**config.mk**
```make
export PLATFORM = sky130hd
export DESIGN_NAME = data_path_ctrl
export DESIGN_NICKNAME = d
export VERILOG_FILES = /design/src/rtl/data_path_ctrl.sv
export SDC_FILE = /design/constraint.sdc
export NUM_CORES = 1
export LEC_CHECK = 0
export BUFFER_PORTS_ARGS = -buffer_cell sky130_fd_sc_hd__buf_2
export CORE_MARGIN = 2
export CORE_UTILIZATION = 45
export CTS_BUF_LIST = sky130_fd_sc_hd__clkbuf_8
export DETAILED_ROUTE_END_ITERATION = 12
export HOLD_SLACK_MARGIN = 0.05
export PLACE_DENSITY = 0.74
export SYNTH_ARGS = -nofsm -noshare
export SYNTH_HDL_FRONTEND = slang
export SYNTH_SLANG_ARGS = --single-unit
```
**constraint.sdc**
```tcl
create_clock -name clk -period 1.9 [get_ports clk]
set_input_delay 0 -clock clk [delete_from_list [all_inputs] [get_ports clk]]
set_output_delay 0 -clock clk [all_outputs]
set_load 0.05 [all_outputs]
```
**src/rtl/data_path_ctrl.sv**
```systemverilog
// Sequencing controller for the 16-bit accumulator datapath: accepts one command,
// streams operands into the load strobes, fires the op, waits for done, then acks.
module data_path_ctrl #(
  parameter int W       = 16,
  parameter int TIMEOUT = 15
) (
  input  logic         clk,
  input  logic         rst,
  input  logic         start,
  input  logic [1:0]   cmd_op,
  input  logic [W-1:0] cmd_a,
  input  logic [W-1:0] cmd_b,
  input  logic [W-1:0] cmd_o,
  output logic         busy,
  output logic         ack,
  output logic         err,
  output logic         ldA,
  output logic         ldB,
  output logic         ldO,
  output logic [W-1:0] d_in,
  output logic [1:0]   op_code,
  input  logic         done
);

  localparam int CW = (TIMEOUT > 1) ? $clog2(TIMEOUT) : 1;
  localparam logic [CW-1:0] LAST = CW'(TIMEOUT - 1);

  typedef enum logic [2:0] {
    IDLE,
    LD_A,
    LD_B,
    LD_O,
    EXEC,
    WAIT,
    RESP
  } state_t;

  state_t        state_q, state_d;
  logic [CW-1:0] cnt_q, cnt_d;
  logic [1:0]    op_q, op_d;
  logic [W-1:0]  b_q, b_d;
  logic [W-1:0]  o_q, o_d;
  logic          err_d, ld_a_d, ld_b_d, ld_o_d, busy_d, ack_d;
  logic [W-1:0]  d_in_d;
  logic [1:0]    op_code_d;

  // Outputs are computed for the state being entered, so they register in step with it.
  always_comb begin
    state_d   = state_q;
    cnt_d     = cnt_q;
    op_d      = op_q;
    b_d       = b_q;
    o_d       = o_q;
    err_d     = err;
    ld_a_d    = 1'b0;
    ld_b_d    = 1'b0;
    ld_o_d    = 1'b0;
    d_in_d    = '0;

    case (state_q)
      IDLE: begin
        if (start) begin
          op_d  = cmd_op;
          b_d   = cmd_b;
          o_d   = cmd_o;
          err_d = 1'b0;
          if (cmd_op == 2'b00 && cmd_b == '0) begin
            state_d = RESP;
            err_d   = 1'b1;
          end else begin
            state_d = LD_A;
            ld_a_d  = 1'b1;
            d_in_d  = cmd_a;
          end
        end
      end
      LD_A: begin
        state_d = LD_B;
        ld_b_d  = 1'b1;
        d_in_d  = b_q;
      end
      LD_B: begin
        state_d = LD_O;
        ld_o_d  = 1'b1;
        d_in_d  = o_q;
      end
      LD_O: begin
        state_d = EXEC;
        ld_a_d  = 1'b1;
      end
      EXEC: begin
        state_d = WAIT;
        cnt_d   = '0;
      end
      WAIT: begin
        if (done) begin
          state_d = RESP;
          err_d   = 1'b0;
        end else if (cnt_q == LAST) begin
          state_d = RESP;
          err_d   = 1'b1;
        end else begin
          cnt_d = cnt_q + 1'b1;
        end
      end
      RESP: state_d = IDLE;
      default: state_d = IDLE;
    endcase

    busy_d    = (state_d != IDLE);
    ack_d     = (state_d == RESP);
    op_code_d = (state_d == IDLE) ? 2'b00 : op_d;
  end

  always_ff @(posedge clk) begin
    if (rst) begin
      state_q <= IDLE;
      cnt_q   <= '0;
      op_q    <= 2'b00;
      b_q     <= '0;
      o_q     <= '0;
      busy    <= 1'b0;
      ack     <= 1'b0;
      err     <= 1'b0;
      ldA     <= 1'b0;
      ldB     <= 1'b0;
      ldO     <= 1'b0;
      d_in    <= '0;
      op_code <= 2'b00;
    end else begin
      state_q <= state_d;
      cnt_q   <= cnt_d;
      op_q    <= op_d;
      b_q     <= b_d;
      o_q     <= o_d;
      busy    <= busy_d;
      ack     <= ack_d;
      err     <= err_d;
      ldA     <= ld_a_d;
      ldB     <= ld_b_d;
      ldO     <= ld_o_d;
      d_in    <= d_in_d;
      op_code <= op_code_d;
    end
  end

endmodule

```
==> results of run 1 <==
==> synth_stat cells, types with 2 or more instances <==
master / instances
nand2_1: 71
dfxtp_1: 65
a21oi_1: 40
a22oi_1: 16
clkbuf_1: 16
o2bb2ai_1: 16
nor2_1: 7
nor2b_1: 7
a31oi_1: 5
nor4_1: 5
buf_2: 4
nand2b_1: 3
a21o_1: 2
buf_1: 2
ha_1: 2
nand3_1: 2
nand3b_1: 2
nand4_1: 2
o21ai_0: 2
==> stage by stage <==
step	cells	power [mW]	instance area, um^2	worst slack [ps]	utilization
final	489	3.57	3690	255	0.679
after global routing	489	3.73	3690	115	0.679
after CTS	489	3.59	3690	265	0.679
after detailed placement	423	2.26	2970	274	0.547
after global placement	423	2.25	2970	312	0.547
after floorplan	285	2.05	2510	341	-
==> layer usage <==
layer / global-route usage / share of wire
met4: 0.0579 / 0.010
met3: 0.0828 / 0.059
met2: 0.409 / 0.50
met1: 0.280 / 0.43
met5: 0 / 0
==> cells by family (layout without fill, tap and decap cells) <==
kind of cell / Yosys count / after routing
buffers and inverters: 24 / 156
adders and majority gates: 2 / 2
and+or+nand+nor: 105 / 105
muxes: 1 / 1
DFF: 65 / 65
AOI/OAI and AO/OA: 88 / 88
==> power breakdown <==
group / leakage, nW / switching, mW / internal, mW
combinational: 0.909 / 0.487 / 0.298
sequential: 0.532 / 0.0532 / 1.49
clock: 0.115 / 0.495 / 0.756
total: 1.56 / 1.04 / 2.54
==> final cells by class <==
cell class                      instances  area [um^2]  area share
Clock buffer                           10          138      0.0373
Multi-Input combinational cell        196         1100       0.298
Clock inverter                          5         72.6      0.0196
Sequential cell                        65         1300       0.352
Timing Repair Buffer                  140          986       0.267
Tap cell                               72         90.1      0.0244
Inverter                                1         3.75     0.00102
==> timing repair <==
action                                 CTS  global route
hold buffers                            51             0
endpoints found under the hold margin   52             0
resized for setup                        0             0
==> worst max-delay path, delay by kind of cell <==
kind,cells,cell delay (ps)
buf+inv,2,690
simple gates,2,570
compound gates,2,600
==> worst max-delay path by stage <==
stage / cells after the start / slack [ps] / from / endpoint
floorplan: 7 / 340 / state_q[2]$_SDFF_PP0_ / d_in[15]$_SDFF_PP0_
global placement: 5 / 310 / state_q[2]$_SDFF_PP0_ / d_in[8]$_SDFF_PP0_
detailed placement: 5 / 270 / state_q[2]$_SDFF_PP0_ / d_in[7]$_SDFF_PP0_
finish: 6 / 260 / cmd_b[6] / d_in[7]$_SDFF_PP0_
CTS: 4 / 270 / state_q[2]$_SDFF_PP0_ / d_in[7]$_SDFF_PP0_
global route: 6 / 120 / cnt_q[0]$_SDFFE_PP0P_ / state_q[0]$_SDFF_PP0_
==> registers in the layout (all words and copies together), names as in the netlist, 2 cells and up <==
register,count
cnt_q,4
b_q,16
op_code,2
op_q,2
d_in,16
state_q,3
o_q,16
==> impl_results.md, run 1 <==
- Simple-Gate Fraction of Synth Area: 0.196
- Worst-path fanout max: 16
- R2r endpoint: state_q[0]$_SDFF_PP0_
- Post-synth EDFFs: 0
- FF-to-FF Start: cnt_q[0]$_SDFFE_PP0P_
- Tot GR Track Use: 0.237
- Status: finished clean
- RSZ-0062 raised after global routing: false
- Period utilisation layout: 0.866
- Full die area: 6180 um^2
- Share of layout cells above drive strength 1: 0.257
- Hold slack: 103 ps
- Clock H-tree levels: 3
- # Max-Cap Violations: 0
- Post-Synth XOR/XNOR Area: 0
- Antenna violations before repair: 0
- Worst skew pair latency: 340 ps
- Minimum clock period: 1640 ps
- CP max stage delay: 550 ps
- Commonest non-fill, non-tap cell in the layout: buf_2
- Number of buffers created by CTS: 9
- Hold crit path type: in -> reg
- First-pass GRT wire length: 11.5 mm
- Final net count: 469
- WL/cell: 14.1 um
- Hold Crit Depth: 4
- Iter 0 DRT Violations: 167
- Ant. Diodes: 0
- Area share of the largest cell type after synthesis: 0.519
- Static Leakage: 1.56 nW
- Detailed-route DRC error count: 0
- 1st-pass router iterations: 4
- Die Height: 78.6 um
- Slew Limit Fails: 0
- Antenna-violating nets left: 0
- Mux cell area share after synthesis: 0.00399
- Fillers: 443
- Worst Hold End: op_q[1]$_SDFF_PP0_
- PD cells: 968 nW/um^2
- Vias/cell: 5.16
- Area delta synth->final: 47.4%
- Synthesized Nets: 341
- Postcts setup bufs: 0
- Synth Instances: 285
- Total congestion overflow: 0
- Final wirelength: 6.90 mm
- Cell variety after synth: 35
- Crit end category: flip-flop
- Largest family of logic cells by synthesized area: compound AO/OA/AOI/OAI gates
- Die X: 78.6 um
- Worst-path cell chain: dlygate4sd3_1 > buf_2 > nor4_1 > nand2_1 > o211a_2 > o2bb2ai_1
- Clk root buf: clkbuf_8
- Max IR drop VDD: 0.803 mV
- Crit path DAT: 1870 ps
- CTS tree: yes
- Top FF cell, synth: dfxtp_1
- Mapped Avg Cell Area: 8.79 um^2
- Hold Path Origin: start
- Largest net degree at the start of global routing: 45
- Critical path class: in -> reg
- FF+latch count, synth: 65
- Final setup viols: 0
- Clk slew on worst S/H paths: 70 ps
- Crit path max-delay cell type: dlygate4sd3_1
- Clk_skew: 10.9 ps
- Slew margin rel.: 0.696
- Clk buf depth: 2
- IO buf count: 77
- Required time worst endpoint: 2130 ps
- Post-synthesis adder-cell area fraction: 0.00999
- Reg2Reg Setup Slack: 270 ps
- Sink Count: 65
- Routability cong.: 0.763
- Ranking of synthesized cells by area: dfxtp_1 (52%), nand2_1 (11%), a21oi_1 (8.0%), o2bb2ai_1 (5.6%), a22oi_1 (4.8%)
- Via count: 2522
- Register area share after synthesis: 0.519
- Vias in the first global route: 2528
- Mapped Area: 2510 um^2
- Worst-Margin Slew: 456 ps
- Core area: 5440 um^2
- Area leader, netlist: dfxtp_1
- Compound-Gate Fraction of Synth Area: 0.230
- DP HPWL: 4.12 mm
- Asr flop ratio synth: 0
- Synth warnings: 0
- Crit start category: input port
- Most frequent cells in the layout: buf_2 (77), nand2_1 (71), dfxtp_1 (65)
- Worst r2r path cells: 6
- Final hold violations: 0
- FMAX: 608 MHz
- I/O pins: 78
- Final setup TNS: 0 ps
- Placement Rows: 27
- Initial Utilization: 0.461
Note: power is estimated with default switching activity, not from simulation.
==> run 2, diff against run 1 <==
--- a/config.mk
+++ b/config.mk
@@ -5,13 +5,15 @@
 export SDC_FILE = /design/constraint.sdc
 export NUM_CORES = 1
 export LEC_CHECK = 0
+export ABC_AREA = 1
+export ABC_CLOCK_PERIOD_IN_PS = 1900
 export BUFFER_PORTS_ARGS = -buffer_cell sky130_fd_sc_hd__buf_2
 export CORE_MARGIN = 2
 export CORE_UTILIZATION = 45
 export CTS_BUF_LIST = sky130_fd_sc_hd__clkbuf_8
 export DETAILED_ROUTE_END_ITERATION = 12
 export HOLD_SLACK_MARGIN = 0.05
-export PLACE_DENSITY = 0.74
+export PLACE_DENSITY = 0.73
 export SYNTH_ARGS = -nofsm -noshare
 export SYNTH_HDL_FRONTEND = slang
 export SYNTH_SLANG_ARGS = --single-unit
==> impl_results.md, run 2 <==
- Status: finished clean
- Most frequent cells in the layout: nor2_1 (88), buf_2 (77), dfxtp_1 (65)
- Clk_skew: 4.55 ps (-6.40 ps)
- Placement Rows: 27 (unchanged)
- WL/cell: 13.1 um (-7.3%)
- Top FF cell, synth: dfxtp_1
- Buf/Inv on CP: 3 (+1)
- Ant. Diodes: 0 (unchanged)
- Worst-path fanout max: 17 (+1)
- Cell family with the largest share of critical-path delay: buffers and inverters
- Die Height: 79.5 um (+1.1%)
- Worst-path cell chain: dlygate4sd3_1 > buf_2 > nor2_1 > nand2_1 > nor2_1 > nand2_2 > buf_4 > nand3_1 > a31oi_1
- Clock H-tree levels: 3 (unchanged)
- Synthesized Nets: 391 (+15%)
- Period utilisation layout: 0.819 (-0.0466)
- Crit path DAT: 1770 ps (-100 ps)
- FF+latch count, synth: 65 (unchanged)
- Antenna violations before repair: 0 (unchanged)
- M2 GR Usage: 0.406 (-0.00352)
- Final net count: 517 (+10%)
- Total congestion overflow: 0 (unchanged)
- Placed Area: 2990 um^2 (+0.67%)
- FF-to-FF Start: cnt_q[0]$_SDFFE_PP0P_
- 1st-pass router iterations: 4 (unchanged)
- Via count: 2646 (+4.9%)
- Full die area: 6320 um^2 (+2.2%)
- DP HPWL: 4.24 mm (+2.9%)
- Placed Cells: 472 (+12%)
- Initial Utilization: 0.466 (+0.00480)
- Routability cong.: 0.796 (+4.4%)
- Design Area, Final: 3680 um^2 (-0.30%)
- Slew margin rel.: 0.733 (+0.0368)
- Iter 0 DRT Violations: 157 (-6.0%)
- Required time worst endpoint: 2110 ps (-20 ps)
- Area leader, netlist: dfxtp_1
- Critical path class: in -> reg
- Mapped Area: 2560 um^2 (+2.3%)
- Clk buf depth: 2 (unchanged)
- Antenna-violating nets left: 0 (unchanged)
- Finished Layout Cells: 538 (+10%)
- Fillers: 471 (+6.3%)
- Final wirelength: 7.04 mm (+2.0%)
- Dpl ws: 379 ps (+105 ps)
- CP max stage delay: 540 ps (about the same)
- Synth warnings: 0 (unchanged)
- Slew Limit Fails: 0 (unchanged)
- Detailed-route DRC error count: 0 (unchanged)
- CTS tree: yes
- Ranking of synthesized cells by area: dfxtp_1 (51%), nor2_1 (13%), nand2_1 (7.9%), o21ai_0 (6.6%), nand3_1 (4.1%)
- Max IR drop VDD: 0.563 mV (-30%)
- Crit end category: flip-flop
- First-pass GRT wire length: 11.0 mm (-3.7%)
- Synth Instances: 335 (+18%)
- Area delta synth->final: 43.6%
- Largest regs: b_q x16, d_in x16, o_q x16
- Commonest non-fill, non-tap cell in the layout: nor2_1
- Largest net degree at the start of global routing: 37 (-18%)
- Vias in the first global route: 2498 (-1.2%)
- Post-synth EDFFs: 0 (unchanged)
- Hold Path Origin: done
- Static Leakage: 1.66 nW (+6.9%)
- Clk root buf: clkbuf_8
- Worst-Margin Slew: 399 ps (-56.7 ps)
- Mapped Avg Cell Area: 7.65 um^2 (-13%)
- Cell variety after synth: 27 (-23%)
- Final setup TNS: 0 ps (unchanged)
- FMAX: 642 MHz (+5.7%)
- Worst skew pair latency: 330 ps (about the same)
- Crit path max-delay cell type: dlygate4sd3_1
- Final hold violations: 0 (unchanged)
- Crit path from: cmd_b[14]
- RSZ-0062 raised after global routing: false
- Top cells by count, synth: nor2_1 (88), dfxtp_1 (65), nand2_1 (54)
- IO buf count: 77 (unchanged)
- Grt met3 use: 0.0373 (-0.0454)
- Minimum clock period: 1560 ps (-88.5 ps)
- Die X: 79.5 um (+1.1%)
- PnR worst setup slack: 344 ps (+88.5 ps)
- Crit start category: input port
- Hold crit path type: in -> reg
- Clk slew on worst S/H paths: 70 ps (about the same)
- Crit path top cell by count: nor2_1
- Final setup viols: 0 (unchanged)
- Sink Count: 65 (unchanged)
- Core area: 5510 um^2 (+1.2%)
- I/O pins: 78 (unchanged)
- Tot GR Track Use: 0.228 (-0.00891)
- Top-count cell post-synth: nor2_1
- PD cells: 979 nW/um^2 (+1.2%)
- Share of layout cells above drive strength 1: 0.234 (-0.0227)
- Gr busiest metal: met2
- Layout Utilization: 0.669 (-0.0104)
- Vias/cell: 4.92 (-4.6%)
- Area share of the largest cell type after synthesis: 0.508 (-0.0117)
- Number of buffers created by CTS: 9 (unchanged)
- Asr flop ratio synth: 0 (unchanged)
- # Max-Cap Violations: 0 (unchanged)
- Met1 Track Usage GR: 0.251 (-0.0289)
- Register area share after synthesis: 0.508 (-0.0117)
run 2: worst register-to-register path, delay by kind of cell (launching register included):
kind | cells | cell delay [ps]
buf+inv | 1 | 80
fa+ha+maj | 1 | 190
compound gates | 2 | 410
flops | 1 | 350
simple gates | 5 | 440
run 2: layout make-up:
| class | instances | area, um^2 | area share |
|---|---|---|---|
| clock inverter | 6 | 51.3 | 0.0139 |
| inverter | 15 | 57.6 | 0.0156 |
| timing repair buffer | 132 | 936 | 0.254 |
| multi-input combinational | 238 | 1110 | 0.301 |
| tap | 72 | 90.1 | 0.0245 |
| clock buffer | 10 | 138 | 0.0374 |
| sequential | 65 | 1300 | 0.353 |
run 2: final timing paths:
kind                                         endpoint  slack [ps]  cells past startpoint
worst min register to register       err$_SDFFE_PP0P_         480                      2
worst max-delay path              d_in[12]$_SDFF_PP0_         340                      9
worst min-delay path                 err$_SDFFE_PP0P_         100                      6
worst max register to register  op_code[0]$_SDFF_PP0_         360                      9
run 2: where the power goes:
part	switching, mW	internal (mW)
clock network	0.506	0.624
logic	0.569	0.306
registers	0.0725	1.53
run 2: per-layer routing:
layer	wire [um]	part of all wire
met1	2920	0.42
met5	0	0
met3	380	0.054
met2	3460	0.49
met4	274	0.039
run 2: cells by family (layout without fill, tap and decap cells):
kind of cell | count (synthesis) | after routing | synth area share
muxes | 2 | 2 | 0.00781
adders and majority gates | 2 | 2 | 0.00976
and+or+nand+nor | 172 | 172 | 0.280
DFF | 65 | 65 | 0.508
AOI/OAI and AO/OA | 62 | 62 | 0.135
buffers and inverters | 32 | 163 | 0.0600
run 2: what timing repair did:
action                     4_1_cts  5_1_grt
setup buffers                    0        0
setup endpoints to repair        0        0
hold endpoints to repair        52        0
hold buffers                    50        0
resized for setup                0        0
run 2: per-stage QoR:
step                hold WS (ps)  total power [mW]
finish                      96.6              3.61
floorplan                    163              2.22
CTS                         79.2              3.61
detailed placement           258              2.42
global route                 130              3.79
global placement             249              2.41
